[config.mk]
export PLATFORM = sky130hd
export DESIGN_NAME = itof_pipe_flat
export DESIGN_NICKNAME = d
export VERILOG_FILES = /design/src/rtl/itof_pipe_if.sv /design/src/rtl/itof_pipe.sv /design/src/flat_wrapper.sv
export SDC_FILE = /design/constraint.sdc
export NUM_CORES = 1
export LEC_CHECK = 0
export CAP_MARGIN = 30
export CORE_MARGIN = 4
export CORE_UTILIZATION = 37
export CTS_BUF_LIST = sky130_fd_sc_hd__clkbuf_4 sky130_fd_sc_hd__clkbuf_8
export DETAILED_ROUTE_END_ITERATION = 10
export PLACE_DENSITY = 0.57
export SYNTH_ARGS = -nofsm -noshare
export SYNTH_HDL_FRONTEND = slang
export SYNTH_SLANG_ARGS = --single-unit
export TNS_END_PERCENT = 30
[constraint.sdc]
create_clock -name clk -period 8.45 [get_ports clk]
set_clock_uncertainty 0.1 [all_clocks]
set_input_delay 1.2675 -clock clk [delete_from_list [all_inputs] [get_ports clk]]
set_output_delay 1.2675 -clock clk [all_outputs]
set_load 0.01 [all_outputs]
[src/rtl/itof_pipe_if.sv]
// rtl/itof_pipe_if.sv - operand/result handshake bundle for the int-to-float pipe
interface itof_pipe_if;
  logic [31:0] in_x;
  logic        in_valid;
  logic        in_ready;
  logic [31:0] out_y;
  logic        out_valid;
  logic        out_ready;

  modport master (
    output in_x, in_valid, out_ready,
    input  in_ready, out_y, out_valid
  );

  modport slave (
    input  in_x, in_valid, out_ready,
    output in_ready, out_y, out_valid
  );
endinterface

[src/rtl/itof_pipe.sv]
// rtl/itof_pipe.sv - three-stage int32 to IEEE-754 single converter, round-to-nearest-even
module itof_pipe (
  input  logic clk,
  input  logic rst,
  itof_pipe_if.slave bus
);
  logic        v1, v2, v3;
  logic        s1, z1;
  logic [31:0] m1;
  logic        s2, z2;
  logic [7:0]  e2;
  logic [30:0] norm2;
  logic [31:0] y3;
  logic        adv1, adv2, adv3;

  // Each stage advances if it is empty or its successor can advance, so bubbles collapse
  assign adv3 = !v3 | bus.out_ready;
  assign adv2 = !v2 | adv3;
  assign adv1 = !v1 | adv2;

  assign bus.in_ready  = adv1;
  assign bus.out_valid = v3;
  assign bus.out_y     = y3;

  always_ff @(posedge clk) begin
    if (rst) begin
      v1 <= 1'b0;
    end else if (adv1) begin
      v1 <= bus.in_valid;
      if (bus.in_valid) begin
        s1 <= bus.in_x[31];
        m1 <= bus.in_x[31] ? (~bus.in_x + 32'd1) : bus.in_x;
        z1 <= (bus.in_x == 32'd0);
      end
    end
  end

  logic [4:0]  lz;
  logic [30:0] norm;
  logic [7:0]  e;

  always_comb begin
    lz = 5'd0;
    for (int i = 0; i < 32; i++) begin
      if (m1[i]) lz = 5'(31 - i);
    end
  end

  // The leading one lands in bit 31 and is implicit, so only bits 30:0 are kept
  assign norm = 31'(m1 << lz);
  assign e    = 8'd158 - {3'b000, lz};

  always_ff @(posedge clk) begin
    if (rst) begin
      v2 <= 1'b0;
    end else if (adv2) begin
      v2    <= v1;
      s2    <= s1;
      z2    <= z1;
      e2    <= e;
      norm2 <= norm;
    end
  end

  logic [22:0] f;
  logic        g, st, l, rnd;
  logic [30:0] mag;
  logic [31:0] y_next;

  // A mantissa carry ripples into the exponent through the joint add
  always_comb begin
    f      = norm2[30:8];
    g      = norm2[7];
    st     = |norm2[6:0];
    l      = norm2[8];
    rnd    = g & (st | l);
    mag    = {e2, f} + {30'd0, rnd};
    y_next = z2 ? 32'd0 : {s2, mag};
  end

  always_ff @(posedge clk) begin
    if (rst) begin
      v3 <= 1'b0;
      y3 <= 32'd0;
    end else if (adv3) begin
      v3 <= v2;
      if (v2) y3 <= y_next;
    end
  end
endmodule

[src/flat_wrapper.sv]
// flat-port wrapper written by rule: the top's interface ports become plain ports
module itof_pipe_flat 
  (clk, rst, bus_in_x, bus_in_valid, bus_out_ready, bus_in_ready, bus_out_y, bus_out_valid);
  itof_pipe_if bus_i ();
  input  logic clk;
  input  logic rst;
  input wire logic [$bits(bus_i.in_x)-1:0] bus_in_x;
  input wire logic [$bits(bus_i.in_valid)-1:0] bus_in_valid;
  input wire logic [$bits(bus_i.out_ready)-1:0] bus_out_ready;
  output wire logic [$bits(bus_i.in_ready)-1:0] bus_in_ready;
  output wire logic [$bits(bus_i.out_y)-1:0] bus_out_y;
  output wire logic [$bits(bus_i.out_valid)-1:0] bus_out_valid;
  assign bus_i.in_x = bus_in_x;
  assign bus_i.in_valid = bus_in_valid;
  assign bus_i.out_ready = bus_out_ready;
  assign bus_in_ready = bus_i.in_ready;
  assign bus_out_y = bus_i.out_y;
  assign bus_out_valid = bus_i.out_valid;
  itof_pipe u_core (.clk(clk), .rst(rst), .bus(bus_i));
endmodule
==> qor.csv, run 1 <==
metric,value,unit
status,"complete, no violations",
row count,49,
P&R area growth vs syn,16.27,%
post-CTS resize count,0,
Startpoint Class,flop,
Sequential Power Share,54.1,%
"Clk Latency, worst-skew pair",0.39,ns
R2R Setup Slk,4.41,ns
slew margin rel.,34.83,%
Post-synth EDFFs,75,
switching pwr,0.0003460,W
antenna cell count,0,
Post-CTS Setup Bufs,0,
cell chain of the critical path,nor2b_1 -> nor3_4 -> nand4_2 -> o211ai_2 -> buf_4 -> inv_1 -> and3_1 -> or3_4 -> mux4_2 -> and2_1,
die height,143.5,um
initial drt markers,321,
Core Footprint,18020,um^2
starting density of the core,37.71,%
"Arr. time, crit path",4.10,ns
flop and latch count out of synthesis,110,
Yosys cell types,72,
leak pwr,2.603,nW
yosys warns,0,
Setup WS post-layout,4.407,ns
die extent in x,143.5,um
Sw Ratio,28.41,%
pwr dens,154.1,nW/um^2
DRC Markers,0,
gr busiest metal,met2,
"most common cell after layout, fill and taps aside",edfxtp_1,
fraction of the cycle the final worst path needs,47.84,%
pin count of the biggest net entering global routing,42,
GRT Overall Usage,17.22,%
GRT met1 Usage,22.12,%
"Cell Area, Synth",6797,um^2
Slew @ Worst Pin,0.9745,ns
1st-pass router iterations,5,
share of layout cells above drive strength 1,7.096,%
routability congestion estimate,0.9143,
NumNets Final,795,
detailed placement HPWL,13.43,mm
Final Hold Fails,0,
Crit. End Element,flop,
Hold Buf Count CTS,0,
final antenna-violating net count,0,
CP Class,flop to flop,
Root Driver,clkbuf_8,
hold crit path type,flop to flop,
Setup-failing EPs final,0,
DR WL/cell,17.41,um
Max clock buf depth,2,
PortBufs,69,
final slew viol count,0,
"Max FO, Critical Path",39,
total number of vias,5608,
predominant post-synthesis flop cell,edfxtp_1,
Inserted Clock Buffers,9,
met3 Use GR,2.196,%
Tmin final,4.043,ns
Bufs and invs on worst path,2,
Max IR drop VDD,0.08300,mV
Syn Area/Cell,9.613,um^2
Max-cap violations,0,
Int Pwr,0.0008717,W
CTS tree,done,
Mapped Cells,707,
CP max stage delay,0.54,ns
pre-CTS setup slack,4.005,ns
"Clk pin slew, worst setup/hold paths",0.10,ns
vias in the first global route,5495,
CTS Sinks,110,
clock share of power,27.6,%
Worst path top cell family by delay,simple AND/OR/NAND/NOR gates,
H-tree depth,3,
full die area,20600,um^2
initial antenna violation count,0,
asr flop ratio synth,0,%
sequential element share of the synthesized area,43.45,%
vias per cell,5.665,
total power,0.001218,W
# IOs,70,
Worst EP required,8.50,ns
"Net Count, Synth",746,
RSZ-0062 raised after global routing,false,
Max Freq,247.4,MHz
first-pass GRT wire length,28.17,mm
met2 Usage GRT,29.81,%
gr ovfl total,0,
Logic pwr share,18.3,%
Routed WL,17.24,mm
most frequent cells in the layout,"edfxtp_1 (75), clkdlybuf4s50_1 (69), nor2_1 (63), nand2_1 (58), xnor2_1 (43)",
Worst path slowest cell,mux4_2,
Setup TNS,0,ns
==> cells in the mapped netlist, drive strengths merged (8+ instances only) <==
library cell / number / area (um^2)
clkbuf: 25 / 93.84
mux2i: 19 / 190.2
nand2: 58 / 217.7
a22oi: 18 / 135.1
buf: 14 / 88.84
nor2: 65 / 244.0
xor2: 18 / 157.7
dfxtp: 35 / 700.7
a211oi: 21 / 157.7
o31ai: 12 / 90.09
and3: 12 / 75.07
or2: 12 / 75.07
nor3: 18 / 101.4
nor4: 12 / 81.33
o21ai: 42 / 210.2
edfxtp: 75 / 2252
a221oi: 12 / 105.1
a21oi: 32 / 171.4
nor2b: 8 / 50.05
or3: 9 / 61.31
and2: 11 / 68.82
inv: 16 / 60.05
nand3: 21 / 105.1
nand4: 9 / 62.56
xnor2: 43 / 376.6
==> through the flow <==
step                      hold WS, ns  util [%]  instance area (um^2)  std cells
after global placement         0.3197     42.52                  7665        972
after CTS                      0.3511     43.78                  7891        989
final                          0.3479     43.84                  7903        990
after floorplan                0.3003         -                  6797        707
after global routing           0.3613     43.84                  7903        990
after detailed placement       0.3264     42.64                  7685        973
==> worst register-to-register path: stages (launching register included) <==
cell      delay [ns]
edfxtp_1        0.50
nor2b_1         0.23
nor3_4          0.24
nand4_2         0.29
o211ai_2        0.23
buf_4           0.39
inv_1           0.36
and3_1          0.33
or3_4           0.43
mux4_2          0.54
and2_1          0.18
==> layer usage <==
layer / vias to the layer above / share of wire (%)
met4: 0 / 2.1
met3: 20 / 3.5
met2: 109 / 49
met1: 2682 / 45
met5: - / 0
li1: 2797 / -
==> layout make-up <==
class | count | area, um^2
Clock buffer | 12 | 152.6
Clock inverter | 4 | 53.80
Fill cell | 1747 | 10120
Inverter | 16 | 60.06
Multi-Input combinational cell | 542 | 3630
Sequential cell | 110 | 2953
Tap cell | 229 | 286.5
Timing Repair Buffer | 77 | 767.0
==> state kept, by name, indices dropped and copies added (netlist names) <==
signal / flops
u_core.bus.out_y: 32
u_core.z2: 1
u_core.m1: 32
u_core.norm2: 31
u_core.s2: 1
u_core.z1: 1
u_core.bus.out_valid: 1
u_core.v2: 1
u_core.s1: 1
u_core.v1: 1
u_core.e2: 8
==> power by group through the flow <==
stage / Clock, W / Sequential, W / Combinational [W]
after global placement: 0 / 0.000669 / 0.000219
after global routing: 0.000367 / 0.000665 / 0.000245
after floorplan: 0 / 0.000659 / 0.000151
final: 0.000336 / 0.000659 / 0.000223
after detailed placement: 0 / 0.000671 / 0.000223
after CTS: 0.000347 / 0.000659 / 0.000223
==> cells by family (layout without fill, tap and decap cells) <==
family | Yosys count | count (layout) | share of synthesized area, %
simple gates | 258 | 258 | 19.40
compound gates | 195 | 195 | 20.32
flops | 110 | 110 | 43.45
xor+xnor | 61 | 61 | 7.861
buf+inv | 55 | 109 | 3.571
mux | 25 | 25 | 4.842
fa+ha+maj | 3 | 3 | 0.5523
==> final timing paths <==
path	from	to	depth (start not counted)
hold / removal	u_core.z1	u_core.z2	0
setup / recovery	u_core.m1[30]	u_core.norm2[14]	10
hold reg to reg	u_core.z1	u_core.z2	0
setup reg to reg	u_core.m1[30]	u_core.norm2[14]	10
(Power assumes the default switching activity.)
==> inputs of run 2 (changes only) <==
clock period = 4.2 ns   (was 8.45 ns; I/O delays follow)
==> run 2 against run 1 <==
Net effect: wire length down 0.24%; highest routed layer unchanged; clock power up 100%; design area up 0.52%; combinational power up 100%.
==> qor.csv, run 2 (synthesis gave the netlist of run 1 again) <==
metric,value,unit,change
status,"complete, no violations",,
cell depth of the worst hold path,0,,unchanged
Setup TNS,0,ns,unchanged
Max-cap violations,0,,unchanged
PortBufs,69,,unchanged
Setup-failing EPs final,0,,unchanged
die extent in x,143.5,um,unchanged
Max Freq,283.4,MHz,+15%
register area,2953,um^2,unchanged
Max IR drop VDD,0.1440,mV,+74%
Startpoint Class,flop,,
initial drt markers,480,,+50%
GRT met1 Usage,22.05,%,-0.068 points
NumNets Final,804,,+1.1%
total number of vias,5636,,+0.50%
"most common cell after layout, fill and taps aside",edfxtp_1,,
gr ovfl total,0,,unchanged
H-tree depth,3,,unchanged
Reg2Reg Depth,11,,+1
Min-Delay Endpoint,u_core.z2,,
vias in the first global route,5463,,-0.58%
"Max FO, Critical Path",22,,-44%
Routed WL,17.19,mm,-0.24%
final slew viol count,0,,unchanged
Inserted Clock Buffers,9,,unchanged
final antenna-violating net count,0,,unchanged
DRC Markers,0,,unchanged
pin count of the biggest net entering global routing,42,,unchanged
Max clock buf depth,2,,unchanged
most frequent cells in the layout,"edfxtp_1 (75), clkdlybuf4s50_1 (69), nor2_1 (64), nand2_1 (58), xnor2_1 (43)",,
GRT Overall Usage,17.09,%,-0.13 points
worst r2r src,u_core.m1[30],,
Worst EP required,4.38,ns,-4.12 ns
routability congestion estimate,0.9194,,+0.56%
CTS tree,done,,
1st-pass router iterations,5,,unchanged
pwr dens,309.8,nW/um^2,+100%
Post-CTS Setup Bufs,0,,unchanged
Final Hold Fails,0,,unchanged
RSZ-0062 raised after global routing,false,,
Core Footprint,18020,um^2,unchanged
Slew @ Worst Pin,0.9700,ns,-0.004558 ns
Tmin final,3.528,ns,-0.5144 ns
post-CTS resize count,0,,unchanged
vias per cell,5.642,,-0.41%
Root Driver,clkbuf_8,,
Multi-input gate area,3621,um^2,-0.24%
slew margin rel.,35.13,%,+0.30 points
detailed placement HPWL,13.36,mm,-0.47%
Hold Buf Count CTS,0,,unchanged
initial antenna violation count,0,,unchanged
antenna cell count,0,,unchanged
row count,49,,unchanged
fin util,44.07,%,+0.23 points
full die area,20600,um^2,unchanged
P&R area growth vs syn,16.88,%,
Crit. End Element,flop,,
leak pwr,2.640,nW,+1.4%
fraction of the cycle the final worst path needs,84.01,%,+36 points
CTS Sinks,110,,unchanged
hold path startpoint,u_core.z1,,
met3 Use GR,2.396,%,+0.20 points
met2 Usage GRT,29.04,%,-0.76 points
share of layout cells above drive strength 1,7.792,%,+0.70 points
"Arr. time, crit path",3.71,ns,-0.39 ns
hold crit path type,flop to flop,,
CP Class,flop to flop,,
"Clk Latency, worst-skew pair",0.39,ns,about the same
# IOs,70,,unchanged
gr busiest metal,met2,,
RR Endpoint,u_core.norm2[28],,
R2R Setup Slk,0.67,ns,-3.74 ns
"Clk pin slew, worst setup/hold paths",0.10,ns,about the same
die height,143.5,um,unchanged
DR WL/cell,17.21,um,-1.1%
Layout fillers,1711,,-2.1%
starting density of the core,37.71,%,unchanged
first-pass GRT wire length,28.08,mm,-0.32%
run 2: metal layers:
layer / up-vias / share of wire, %
met5: - / 0
li1: 2819 / -
met2: 172 / 48
met4: 0 / 2.2
met3: 25 / 4.7
met1: 2620 / 45
run 2: worst max-delay path by stage:
stage | from | slack [ns] | endpoint | cells past startpoint
floorplan | bus_out_ready | 0.22 | u_core.m1[0] | 3
CTS | u_core.m1[5] | 0.68 | u_core.norm2[28] | 10
finish | u_core.m1[30] | 0.67 | u_core.norm2[28] | 11
global placement | bus_in_x[3] | 0.47 | u_core.m1[29] | 9
global route | u_core.m1[5] | 0.41 | u_core.norm2[28] | 10
detailed placement | bus_in_x[3] | 0.41 | u_core.m1[29] | 9
run 2: layout make-up:
| class | instances | share of cell area [%] |
|---|---|---|
| Multi-Input combinational cell | 542 | 45.58 |
| Inverter | 16 | 0.7560 |
| Sequential cell | 110 | 37.17 |
| Clock buffer | 10 | 1.733 |
| Timing Repair Buffer | 86 | 10.30 |
| Clock inverter | 6 | 0.8505 |
| Tap cell | 229 | 3.607 |
run 2: per-stage QoR:
step / hold WS (ns) / power [W] / instance area [um^2] / cells / setup slack (ns)
global route: 0.3557 / 0.002595 / 7944 / 999 / 0.4076
finish: 0.3362 / 0.002461 / 7944 / 999 / 0.6716
detailed placement: 0.3165 / 0.001805 / 7739 / 983 / 0.4103
CTS: 0.3414 / 0.002485 / 7944 / 999 / 0.6796
global placement: 0.3073 / 0.001797 / 7739 / 983 / 0.4669
floorplan: 0.3003 / 0.001630 / 6797 / 707 / 0.2170
run 2: report_power, final:
group / switching (W) / internal [W]
logic: 0.000254 / 0.000200
clock network: 0.000382 / 0.000298
registers: 0.0000788 / 0.00125
total: 0.000715 / 0.00175
run 2: worst max-delay path: stages, from the launching register on:
cell and delay, ns:
edfxtp_1 0.48, nor2b_1 0.22, nor3_4 0.24, nand4_2 0.30, o211ai_2 0.27, buf_4 0.30
buf_4 0.27, mux2i_1 0.12, mux2i_1 0.28, o22ai_1 0.14, nor4b_1 0.49, buf_4 0.19
